[config.mk]
export PLATFORM = sky130hd
export DESIGN_NAME = mul_share_arbiter
export DESIGN_NICKNAME = d
export VERILOG_FILES = /design/src/rtl/mul_share_arbiter.sv
export SDC_FILE = /design/constraint.sdc
export NUM_CORES = 1
export LEC_CHECK = 0
export ABC_AREA = 1
export CAP_MARGIN = 5
export CORE_MARGIN = 10
export CORE_UTILIZATION = 25
export DETAILED_ROUTE_END_ITERATION = 10
export GPL_TIMING_DRIVEN = 0
export PLACE_DENSITY = 0.63
export SLEW_MARGIN = 10
export SYNTH_ARGS = -nofsm -noshare
export SYNTH_HDL_FRONTEND = slang
export SYNTH_SLANG_ARGS = --single-unit
[constraint.sdc]
create_clock -name clk -period 2.5 [get_ports clk]
set_clock_uncertainty 0.15 [all_clocks]
set_input_delay 0.375 -clock clk [delete_from_list [all_inputs] [get_ports clk]]
set_output_delay 0.375 -clock clk [all_outputs]
set_load 0.01 [all_outputs]
[src/rtl/mul_share_arbiter.sv]
// ============================================================================
// Module   : mul_share_arbiter
// Purpose  : Round-robin time-sharing of one external combinational multiplier
//            between two valid/ready requesters, with a registered response.
// Revision : 1.0  initial release
// ============================================================================
`default_nettype none

module mul_share_arbiter #(
  parameter int WIDTH = 4
) (
  input  logic                 clk,
  input  logic                 rst_n,

  input  logic                 req0_valid,
  input  logic [WIDTH-1:0]     req0_a,
  input  logic [WIDTH-1:0]     req0_b,
  output logic                 req0_ready,
  output logic                 resp0_valid,
  output logic [2*WIDTH-1:0]   resp0_p,
  input  logic                 resp0_ready,

  input  logic                 req1_valid,
  input  logic [WIDTH-1:0]     req1_a,
  input  logic [WIDTH-1:0]     req1_b,
  output logic                 req1_ready,
  output logic                 resp1_valid,
  output logic [2*WIDTH-1:0]   resp1_p,
  input  logic                 resp1_ready,

  output logic [WIDTH-1:0]     mul_a,
  output logic [WIDTH-1:0]     mul_b,
  input  logic [2*WIDTH-1:0]   mul_p
);

  typedef enum logic [1:0] {
    IDLE  = 2'd0,
    ISSUE = 2'd1,
    RESP  = 2'd2
  } state_t;

  state_t               r_state;
  state_t               w_state_nxt;
  logic [WIDTH-1:0]     r_op_a;
  logic [WIDTH-1:0]     r_op_b;
  logic [2*WIDTH-1:0]   r_prod;
  logic                 r_owner;
  logic                 r_prio;

  logic                 w_grant_vld;
  logic                 w_grant_id;
  logic                 w_accept;
  logic                 w_capture;
  logic                 w_release;
  logic                 w_owner_ready;

  // On contention the favoured requester wins; otherwise whoever is asking.
  always_comb begin
    w_grant_vld = req0_valid | req1_valid;
    w_grant_id  = (req0_valid & req1_valid) ? r_prio : req1_valid;
  end

  assign w_owner_ready = r_owner ? resp1_ready : resp0_ready;

  always_comb begin
    w_state_nxt = r_state;
    req0_ready  = 1'b0;
    req1_ready  = 1'b0;
    resp0_valid = 1'b0;
    resp1_valid = 1'b0;
    resp0_p     = '0;
    resp1_p     = '0;
    mul_a       = '0;
    mul_b       = '0;
    w_accept    = 1'b0;
    w_capture   = 1'b0;
    w_release   = 1'b0;

    case (r_state)
      IDLE: begin
        // Ready is gated by rst_n so every output is quiet while in reset.
        if (w_grant_vld && rst_n) begin
          req0_ready  = ~w_grant_id;
          req1_ready  = w_grant_id;
          w_accept    = 1'b1;
          w_state_nxt = ISSUE;
        end
      end

      ISSUE: begin
        mul_a       = r_op_a;
        mul_b       = r_op_b;
        w_capture   = 1'b1;
        w_state_nxt = RESP;
      end

      RESP: begin
        if (r_owner) begin
          resp1_valid = 1'b1;
          resp1_p     = r_prod;
        end else begin
          resp0_valid = 1'b1;
          resp0_p     = r_prod;
        end
        if (w_owner_ready) begin
          w_release   = 1'b1;
          w_state_nxt = IDLE;
        end
      end

      default: begin
        w_state_nxt = IDLE;
      end
    endcase
  end

  always_ff @(posedge clk or negedge rst_n) begin
    if (!rst_n) begin
      r_state <= IDLE;
      r_op_a  <= '0;
      r_op_b  <= '0;
      r_prod  <= '0;
      r_owner <= 1'b0;
      r_prio  <= 1'b0;
    end else begin
      r_state <= w_state_nxt;
      if (w_accept) begin
        r_op_a  <= w_grant_id ? req1_a : req0_a;
        r_op_b  <= w_grant_id ? req1_b : req0_b;
        r_owner <= w_grant_id;
      end
      if (w_capture) begin
        r_prod <= mul_p;
      end
      if (w_release) begin
        r_prio <= ~r_owner;
      end
    end
  end

endmodule

`default_nettype wire
==> impl_metrics.yaml, run 1 <==
sta:
  hold_slack_ps: 331
  timing.final.crit_share_pct: 91.8
  timing.final.hold_violations: 0
  rsz0062_at_grt: "false"
  tns_ps: 0
  slew_violations: 0
  max_freq_mhz: 436
  tightest_slew_ps: 931
  slew_headroom_pct: 37.8
  setup_viol: 0
  final.min_clock_period_ps: 2290
placement:
  io_buffers: 56
  numPlacedInstances: 263
  dp_hpwl_um: 2630
  place.gp.congestion: 0.766
  placed_area_sq_um: 1710
clock_network:
  cts.sinks: 20
  cts_root_buffer: "clkbuf_8"
  clk_latency_ps: 250
  cts_buffers: 3
  postCtsSetupRepairBufs: 0
  htreeDepth: 1
  clk_pin_slew_ps: 80
  ctsLongestPathBuffers: 2
  tritoncts: "done"
worst_setup_path:
  critPathCaptureType: "output pin"
  crit_required_ps: 1980
  path_max_fanout: 9
  slowest_delay_ps: 550
  worstSetupStartpointType: "register"
  path_class: "register to output pin"
  worstPathCellList: "nor2_2, nand2_1, nor2_1, clkdlybuf4s50_1"
  slowest_stage: "clkdlybuf4s50_1"
  critical_path_arrival_ps: 1770
pwr:
  p_leak_nw: 0.911
  power.switching_w: 0.000589
  switching_share_pct: 36.2
  clockPowerShare_pct: 19.8
  total_power_w: 0.00163
  peakVddDrop_uv: 286
  p_int_w: 0.00104
  power_density_nw_per_um2: 903
  p_seq_share_pct: 33.6
  p_comb_share_pct: 46.7
global_route:
  grt_max_degree: 21
  antenna_found_initial: 0
  grt_overflow: 0
  grt_use_total_pct: 9.33
  grt_pass1_wl_um: 5620
  grt_pass1_vias: 1178
cells_and_area:
  stdcell_area_sq_um: 1800
  final_cell_mix: "clkdlybuf4s50_1, nand2_1, nor2_1"
  drive_gt1_share_pct: 9.17
  area_growth_pct: 65.3
  fin_cells: 268
  nets: 249
  antenna_cells: 0
  fillers: 463
  final_common_cell: "clkdlybuf4s50_1"
detailed_routing:
  dr.pass1.iters: 4
  vias: 1089
  remaining_drc_errors: 0
  wl_per_cell_um: 12.6
  wl_met2_um: 1410
  via_per_inst: 4.06
  routed_wl_um: 3390
  met3_length_um: 346
  first_iter_violations: 75
  ant_nets: 0
  top_layer_used: "met4"
  drt-met1-wl_um: 1600
yosys:
  syn_area_per_cell_sq_um: 6.95
  synthArstFlopShare_pct: 100
  ys.flop_type: "dfrtp_1"
  synth_edf_count: 0
  synthDistinctLibCells: 15
  synth_fp_nets: 187
  ys_seq_elements: 20
  syn_area_sq_um: 1090
  syn_inst: 157
  ys_warn_count: 0
  seq_area_frac_synth_pct: 45.9
floorplan:
  num_rows: 23
  die_area_sq_um: 7410
  die_w_um: 86.1
  io_pins: 58
  start_util_pct: 26.5
  die_h_um: 86.1
  coreArea_sq_um: 4120
min_path:
  worstHoldPathType: "register to register"
job:
  cap_viol_max_count: 0
outcome:
  status: "complete, no violations"
## Yosys cell counts, types with 2 or more instances
library cell	n	area, sq um
nand3_1	8	40.0
nor2_1	34	128
nor2_4	3	33.8
dfrtp_1	20	500
buf_6	2	22.5
inv_2	4	15.0
nand2_2	3	18.8
o21ai_0	2	10.0
inv_1	21	78.8
nand2_1	48	180
a21oi_1	8	40.0
## critical path: cells and delay by family (launching register included)
family,cells,cell delay [ps]
buffers and inverters,1,550
flip-flops,1,410
AND/OR/NAND/NOR,3,550
## power groups by stage
| stage | clock (W) | combinational (W) | sequential (W) |
|---|---|---|---|
| after CTS | 0.000332 | 0.000776 | 0.000548 |
| after floorplan | 0 | 0.000434 | 0.000540 |
| after detailed placement | 0 | 0.000762 | 0.000554 |
| final | 0.000322 | 0.000760 | 0.000547 |
| after global placement | 0 | 0.000755 | 0.000551 |
| after global routing | 0.000344 | 0.000870 | 0.000568 |
## state kept, by name, summed over array words and instances (netlist names)
| name | flops |
|---|---|
| r_op_a | 4 |
| r_op_b | 4 |
| r_state | 2 |
| r_prio | 1 |
| r_prod | 8 |
| r_owner | 1 |
## kinds of logic (layout without fill, tap and decap cells)
family,count (synthesis),in the layout,synth area share (%)
AO/OA/AOI/OAI,11,11,5.05
buffers and inverters,29,90,11.8
flip-flops,20,20,45.9
AND/OR/NAND/NOR,97,97,37.3
## layer usage
layer	track usage (%)	vias up
met2	14.1	46
met1	11.5	456
met4	2.69	0
met5	0	-
li1	-	585
met3	4.35	2
## metrics by stage
step / setup WS, ps / utilization, %
finish: 206 / 43.8
global placement: -726 / 41.7
CTS: 35.9 / 43.8
floorplan: 1020 / -
global route: 20.3 / 43.8
detailed placement: -731 / 41.7
## path summary, 6_finish.rpt
| check | startpoint | end | slack (ps) | cells after the start |
|---|---|---|---|---|
| max | r_state[0] | resp1_p[1] | 210 | 4 |
| min | r_op_b[0] | r_op_b[0] | 330 | 2 |
| max reg2reg | r_state[0] | r_state[1] | 1270 | 3 |
| min reg2reg | r_op_b[0] | r_op_b[0] | 330 | 2 |
| max in group asynchronous | rst_n | r_prod[6] | 930 | 2 |
| min in group asynchronous | rst_n | r_prod[1] | 690 | 2 |
## repair_timing
action	in CTS	in global routing
endpoints found under the hold margin	20	0
hold buffers	1	0
resized for setup	7	1
cloned	0	0
setup endpoints to repair	2	2
## cell type report
class	count	area, sq um	share of cell area (%)
Inverter	25	93.8	5.20
Clock buffer	3	41.3	2.29
Timing Repair Buffer	57	568	31.5
Multi-Input combinational cell	108	472	26.2
Sequential cell	20	500	27.8
Clock inverter	1	30.0	1.67
Tap cell	50	62.6	3.47
Buffer	4	35.0	1.94
Power figures use the tool's default switching activity.
==> run 2, diff against run 1 <==
- PLACE_DENSITY: 0.63 -> 0.65
- clock period: 2.5 -> 2.1 ns (I/O delays scaled with it)
==> run 2 against run 1 <==
Net effect:
- sequential share of layout area hardly changed
- final cell count shrank 0.37%
- register-to-register slack worse by 410 ps
- first-iteration DRC count shrank 52%
- sequential power up 21%
- combinational power rose by 14%
- via count rose by 0.18%
- global-route usage down 0.50 points
- routed wire length is 5.8% lower
- largest power group unchanged
==> impl_metrics.yaml, run 2 (synthesized netlist as in run 1, its figures left out) <==
outcome:
  status: "complete, no violations"
min_path:
  worstHoldPathType: "primary input to register"
  hold_depth: 5
  min_to: "r_op_b[3]"
  min_from: "req1_valid"
placement:
  pre_cts_slack_ps: -966
  dp_hpwl_um: 2530
  io_buffers: 56
  place.gp.congestion: 0.754
sta:
  setup_viol: 0
  slew_violations: 0
  timing.final.crit_share_pct: 96.1
  tns_ps: 0
  slew_headroom_pct: 38.8
  tightest_slew_ps: 915
  final.min_clock_period_ps: 2020
  setup_ws_ps: 82.0
  timing.final.hold_violations: 0
  max_freq_mhz: 496
cells_and_area:
  area_growth_pct: 65.5
  final_common_cell: "nand2_1"
  top_register: "r_prod"
  reg_top3: "r_prod (8), r_op_a (4), r_op_b (4)"
  largest_reg_flops: 8
  final_cell_mix: "nand2_1, nor2_1, clkdlybuf4s50_1"
  drive_gt1_share_pct: 9.68
  antenna_cells: 0
  nets: 248
worst_setup_path:
  critical_path_arrival_ps: 1550
  slowest_stage: "clkdlybuf4s50_1"
  worstPathCellList: "nor2_4, nand2_4, inv_1, clkdlybuf4s50_1"
  rrSetupSlack_ps: 860
  slowest_delay_ps: 530
  r2r_cells: 6
  crit_required_ps: 1630
  critPathCaptureType: "output pin"
  timing.rr.start: "r_state[0]"
  worstSetupStartpointType: "register"
  path_class: "register to output pin"
  r2r_end: "r_op_a[1]"
  path_max_fanout: 9
floorplan:
  die_area_sq_um: 7410
  io_pins: 58
  num_rows: 23
  start_util_pct: 26.5
  coreArea_sq_um: 4120
  die_w_um: 86.1
  die_h_um: 86.1
pwr:
  clockPowerShare_pct: 16.3
  power.switching_w: 0.000717
  switching_share_pct: 39.3
  p_seq_share_pct: 36.4
  p_int_w: 0.00111
  p_comb_share_pct: 47.3
  power_density_nw_per_um2: 1010
  peakVddDrop_uv: 323
  p_leak_nw: 1.12
  total_power_w: 0.00182
global_route:
  grt_use_total_pct: 8.83
  antenna_found_initial: 0
  grt_pass1_vias: 1176
  grt_max_degree: 21
  grt_pass1_wl_um: 5430
  grt_overflow: 0
clock_network:
  cts_root_buffer: "clkbuf_8"
  htreeDepth: 1
  postCtsSetupRepairBufs: 0
  tritoncts: "done"
  cts.sinks: 20
  clk_pin_slew_ps: 80
  clk_latency_ps: 260
  cts_buffers: 3
  ctsLongestPathBuffers: 2
detailed_routing:
  routed_wl_um: 3190
  via_per_inst: 4.09
  vias: 1091
  dr.pass1.iters: 4
  wl_per_cell_um: 12.0
  first_iter_violations: 36
  ant_nets: 0
  remaining_drc_errors: 0
job:
  cap_viol_max_count: 0
run 2: how the worst max path moves through the flow:
stage                          start     endpoint  cells past startpoint  slack, ps
after floorplan           r_state[0]   resp0_p[0]                      5        680
after global placement         rst_n   req0_ready                      6       -990
after detailed placement       rst_n   req0_ready                      6       -970
after CTS                 r_state[0]   resp0_p[3]                      6        -90
after global routing      r_state[1]  resp1_valid                      5         -2
final                     r_state[0]  resp1_valid                      4         80
run 2: metal layers:
metal | vias up | GRT usage, % | wire [um]
li1 | 586 | - | -
met1 | 451 | 10.5 | 1440
met2 | 48 | 13.0 | 1270
met3 | 6 | 5.20 | 436
met4 | 0 | 2.69 | 40
met5 | - | 0 | 0
run 2: per-stage QoR:
step                      util [%]  instances  hold slack (ps)  cell area, sq um
after floorplan                  -        157             -131              1090
after global placement        41.7        263              313              1710
after detailed placement      41.7        263              316              1710
after CTS                     43.1        267              275              1770
after global routing          43.9        267              315              1810
final                         43.9        267              280              1810
run 2: repair_timing:
item | CTS | global route
gates resized for setup | 24 | 12
gates cloned | 0 | 0
hold buffers | 1 | 0
hold endpoints to repair | 20 | 0
pin swaps | 0 | 1
setup endpoints to repair | 27 | 14
run 2: critical path: cells and delay by family, from the launching register on:
family        cells  cell delay (ps)
simple gates      2              250
flops             1              450
buf+inv           2              590
run 2: power groups by stage:
stage               clock [W]  sequential (W)  combinational (W)
floorplan                   0        0.000643           0.000517
global placement            0        0.000656           0.000890
detailed placement          0        0.000664           0.000904
CTS                  0.000304        0.000660           0.000879
global route         0.000319        0.000688            0.00100
finish               0.000297        0.000664           0.000863
run 2: cell type report:
| type | instances | area (sq um) |
|---|---|---|
| buffer | 3 | 30.0 |
| tap | 50 | 62.6 |
| multi-input combinational | 108 | 489 |
| clock buffer | 4 | 55.1 |
| fill | 444 | 2310 |
| sequential | 20 | 502 |
| inverter | 25 | 93.8 |
| timing repair buffer | 57 | 573 |
==> run 3, diff against run 2 <==
- CORE_MARGIN: 10 -> 2
- SETUP_SLACK_MARGIN: not set -> 0.2
==> run 3 against run 2 <==
Net effect:
- setup slack improved by 190 ps
- critical path depth grew 2
- total power is 5.0% lower
==> impl_metrics.yaml, run 3 (synthesized netlist as in run 1, its figures left out) <==
outcome:
  status: "complete, no violations"
sta:
  slew_headroom_pct: 39.5
  setup_viol: 0
  final.min_clock_period_ps: 1830
  tightest_slew_ps: 905
  rsz0062_at_grt: "true"
  timing.final.hold_violations: 0
  hold_slack_ps: 295
  slew_violations: 0
  max_freq_mhz: 546
  tns_ps: 0
  timing.final.crit_share_pct: 87.2
pwr:
  p_leak_nw: 1.09
  p_int_w: 0.00105
  p_comb_share_pct: 48.1
  clockPowerShare_pct: 14.0
  power.switching_w: 0.000686
  switching_share_pct: 39.6
  total_power_w: 0.00173
  p_seq_share_pct: 37.9
  power_density_nw_per_um2: 988
  peakVddDrop_uv: 311
worst_setup_path:
  path_class: "register to output pin"
  r2r_cells: 6
  critPathCaptureType: "output pin"
  rrSetupSlack_ps: 870
  worstSetupStartpointType: "register"
  timing.rr.start: "r_state[0]"
  r2r_end: "r_op_b[1]"
  crit_required_ps: 1630
  path_max_fanout: 9
  critical_path_arrival_ps: 1370
min_path:
  min_from: "req1_valid"
  hold_depth: 5
  worstHoldPathType: "primary input to register"
  min_to: "r_op_a[0]"
cells_and_area:
  drive_gt1_share_pct: 15.1
  area_growth_pct: 60.9
  multi_input_area_sq_um: 484
  largest_reg_flops: 8
  final_cell_mix: "nand2_1, nor2_1, clkdlybuf4s50_1"
  reg_top3: "r_prod (8), r_op_a (4), r_op_b (4)"
  fin_cells: 270
  nets: 250
  antenna_cells: 0
  stdcell_area_sq_um: 1760
  fillers: 472
  top_register: "r_prod"
  final_common_cell: "nand2_1"
  seq_area_sq_um: 500
clock_network:
  ctsLongestPathBuffers: 2
  cts.sinks: 20
  cts_root_buffer: "clkbuf_8"
  htreeDepth: 1
  clk_latency_ps: 250
  cts_buffers: 3
  clk_pin_slew_ps: 70
  tritoncts: "done"
global_route:
  grt_pass1_wl_um: 4690
  grt_use_total_pct: 11.7
  grt_overflow: 0
  grt_max_degree: 21
  grt_pass1_vias: 1061
  antenna_found_initial: 0
placement:
  numPlacedInstances: 265
  place.gp.congestion: 0.725
  placed_area_sq_um: 1720
  io_buffers: 56
  dp_hpwl_um: 2100
floorplan:
  coreArea_sq_um: 4260
  die_w_um: 70.1
  io_pins: 58
  die_area_sq_um: 4910
  die_h_um: 70.1
  start_util_pct: 25.6
  num_rows: 24
detailed_routing:
  vias: 1126
  dr.pass1.iters: 4
  remaining_drc_errors: 0
  routed_wl_um: 2710
  via_per_inst: 4.17
  wl_per_cell_um: 10.0
  ant_nets: 0
  first_iter_violations: 48
job:
  cap_viol_max_count: 0
[run 3: cell types whose count changed in the layout (fill, tap and decap cells not counted), moves of 4 or more]
cell	previous run	this run
clkbuf_2	0	12
clkdlybuf4s15_1	0	4
clkdlybuf4s50_1	32	26
dlygate4sd2_1	14	5
[run 3: worst max-delay path: stages, from the launching register on]
cell      delay, ps
dfrtp_1         420
nor2_1          120
nand2_1         100
nor2_4          120
inv_2           100
nor2_1          110
clkbuf_2        150
[run 3: per-layer routing]
metal | GRT usage [%] | up-vias | wire, um | share of wire, %
met2 | 17.9 | 42 | 1190 | 44
met1 | 16.2 | 490 | 1280 | 47
met4 | 3.85 | 0 | 30 | 1.1
met5 | 0 | - | 0 | 0
met3 | 2.74 | 2 | 201 | 7.4
li1 | - | 592 | - | -
[run 3: layout make-up]
| type | count | area share [%] |
|---|---|---|
| repair buffers | 58 | 30.1 |
| flip-flops and latches | 20 | 28.5 |
| multi-input cells | 108 | 27.6 |
| inverters | 25 | 5.35 |
| well taps | 52 | 3.71 |
| clock buffers | 3 | 2.35 |
| plain buffers | 4 | 2.35 |
[run 3: stage by stage]
stage	setup WS (ps)	util (%)
final	269	41.2
after global routing	162	41.2
after CTS	15.9	41.6
after detailed placement	-1010	40.3
after global placement	-988	40.3
after floorplan	675	-
[run 3: worst max-delay path by stage]
stage | startpoint | end | slack (ps) | cells past startpoint
floorplan | r_state[0] | resp0_p[0] | 680 | 5
global placement | rst_n | req0_ready | -990 | 6
CTS | r_state[0] | resp1_p[6] | 20 | 4
finish | r_state[0] | req0_ready | 270 | 6
detailed placement | rst_n | req0_ready | -1010 | 6
global route | r_state[0] | req0_ready | 160 | 6
[run 3: repair_timing]
item                                    4_1_cts  5_1_grt
endpoints found under the setup margin       38       26
hold buffers                                  1        0
hold endpoints to repair                     20        0
resized for setup                            36       34
pin swaps                                     0        1
setup buffers                                 1        0
[run 3: power by group through the flow]
stage / Clock, W / Sequential (W) / Combinational, W
4_1_cts: 0.000258 / 0.000660 / 0.000866
6_report: 0.000242 / 0.000658 / 0.000834
2_1_floorplan: 0 / 0.000643 / 0.000517
5_1_grt: 0.000269 / 0.000679 / 0.000952
3_5_place_dp: 0 / 0.000661 / 0.000893
3_3_place_gp: 0 / 0.000658 / 0.000879
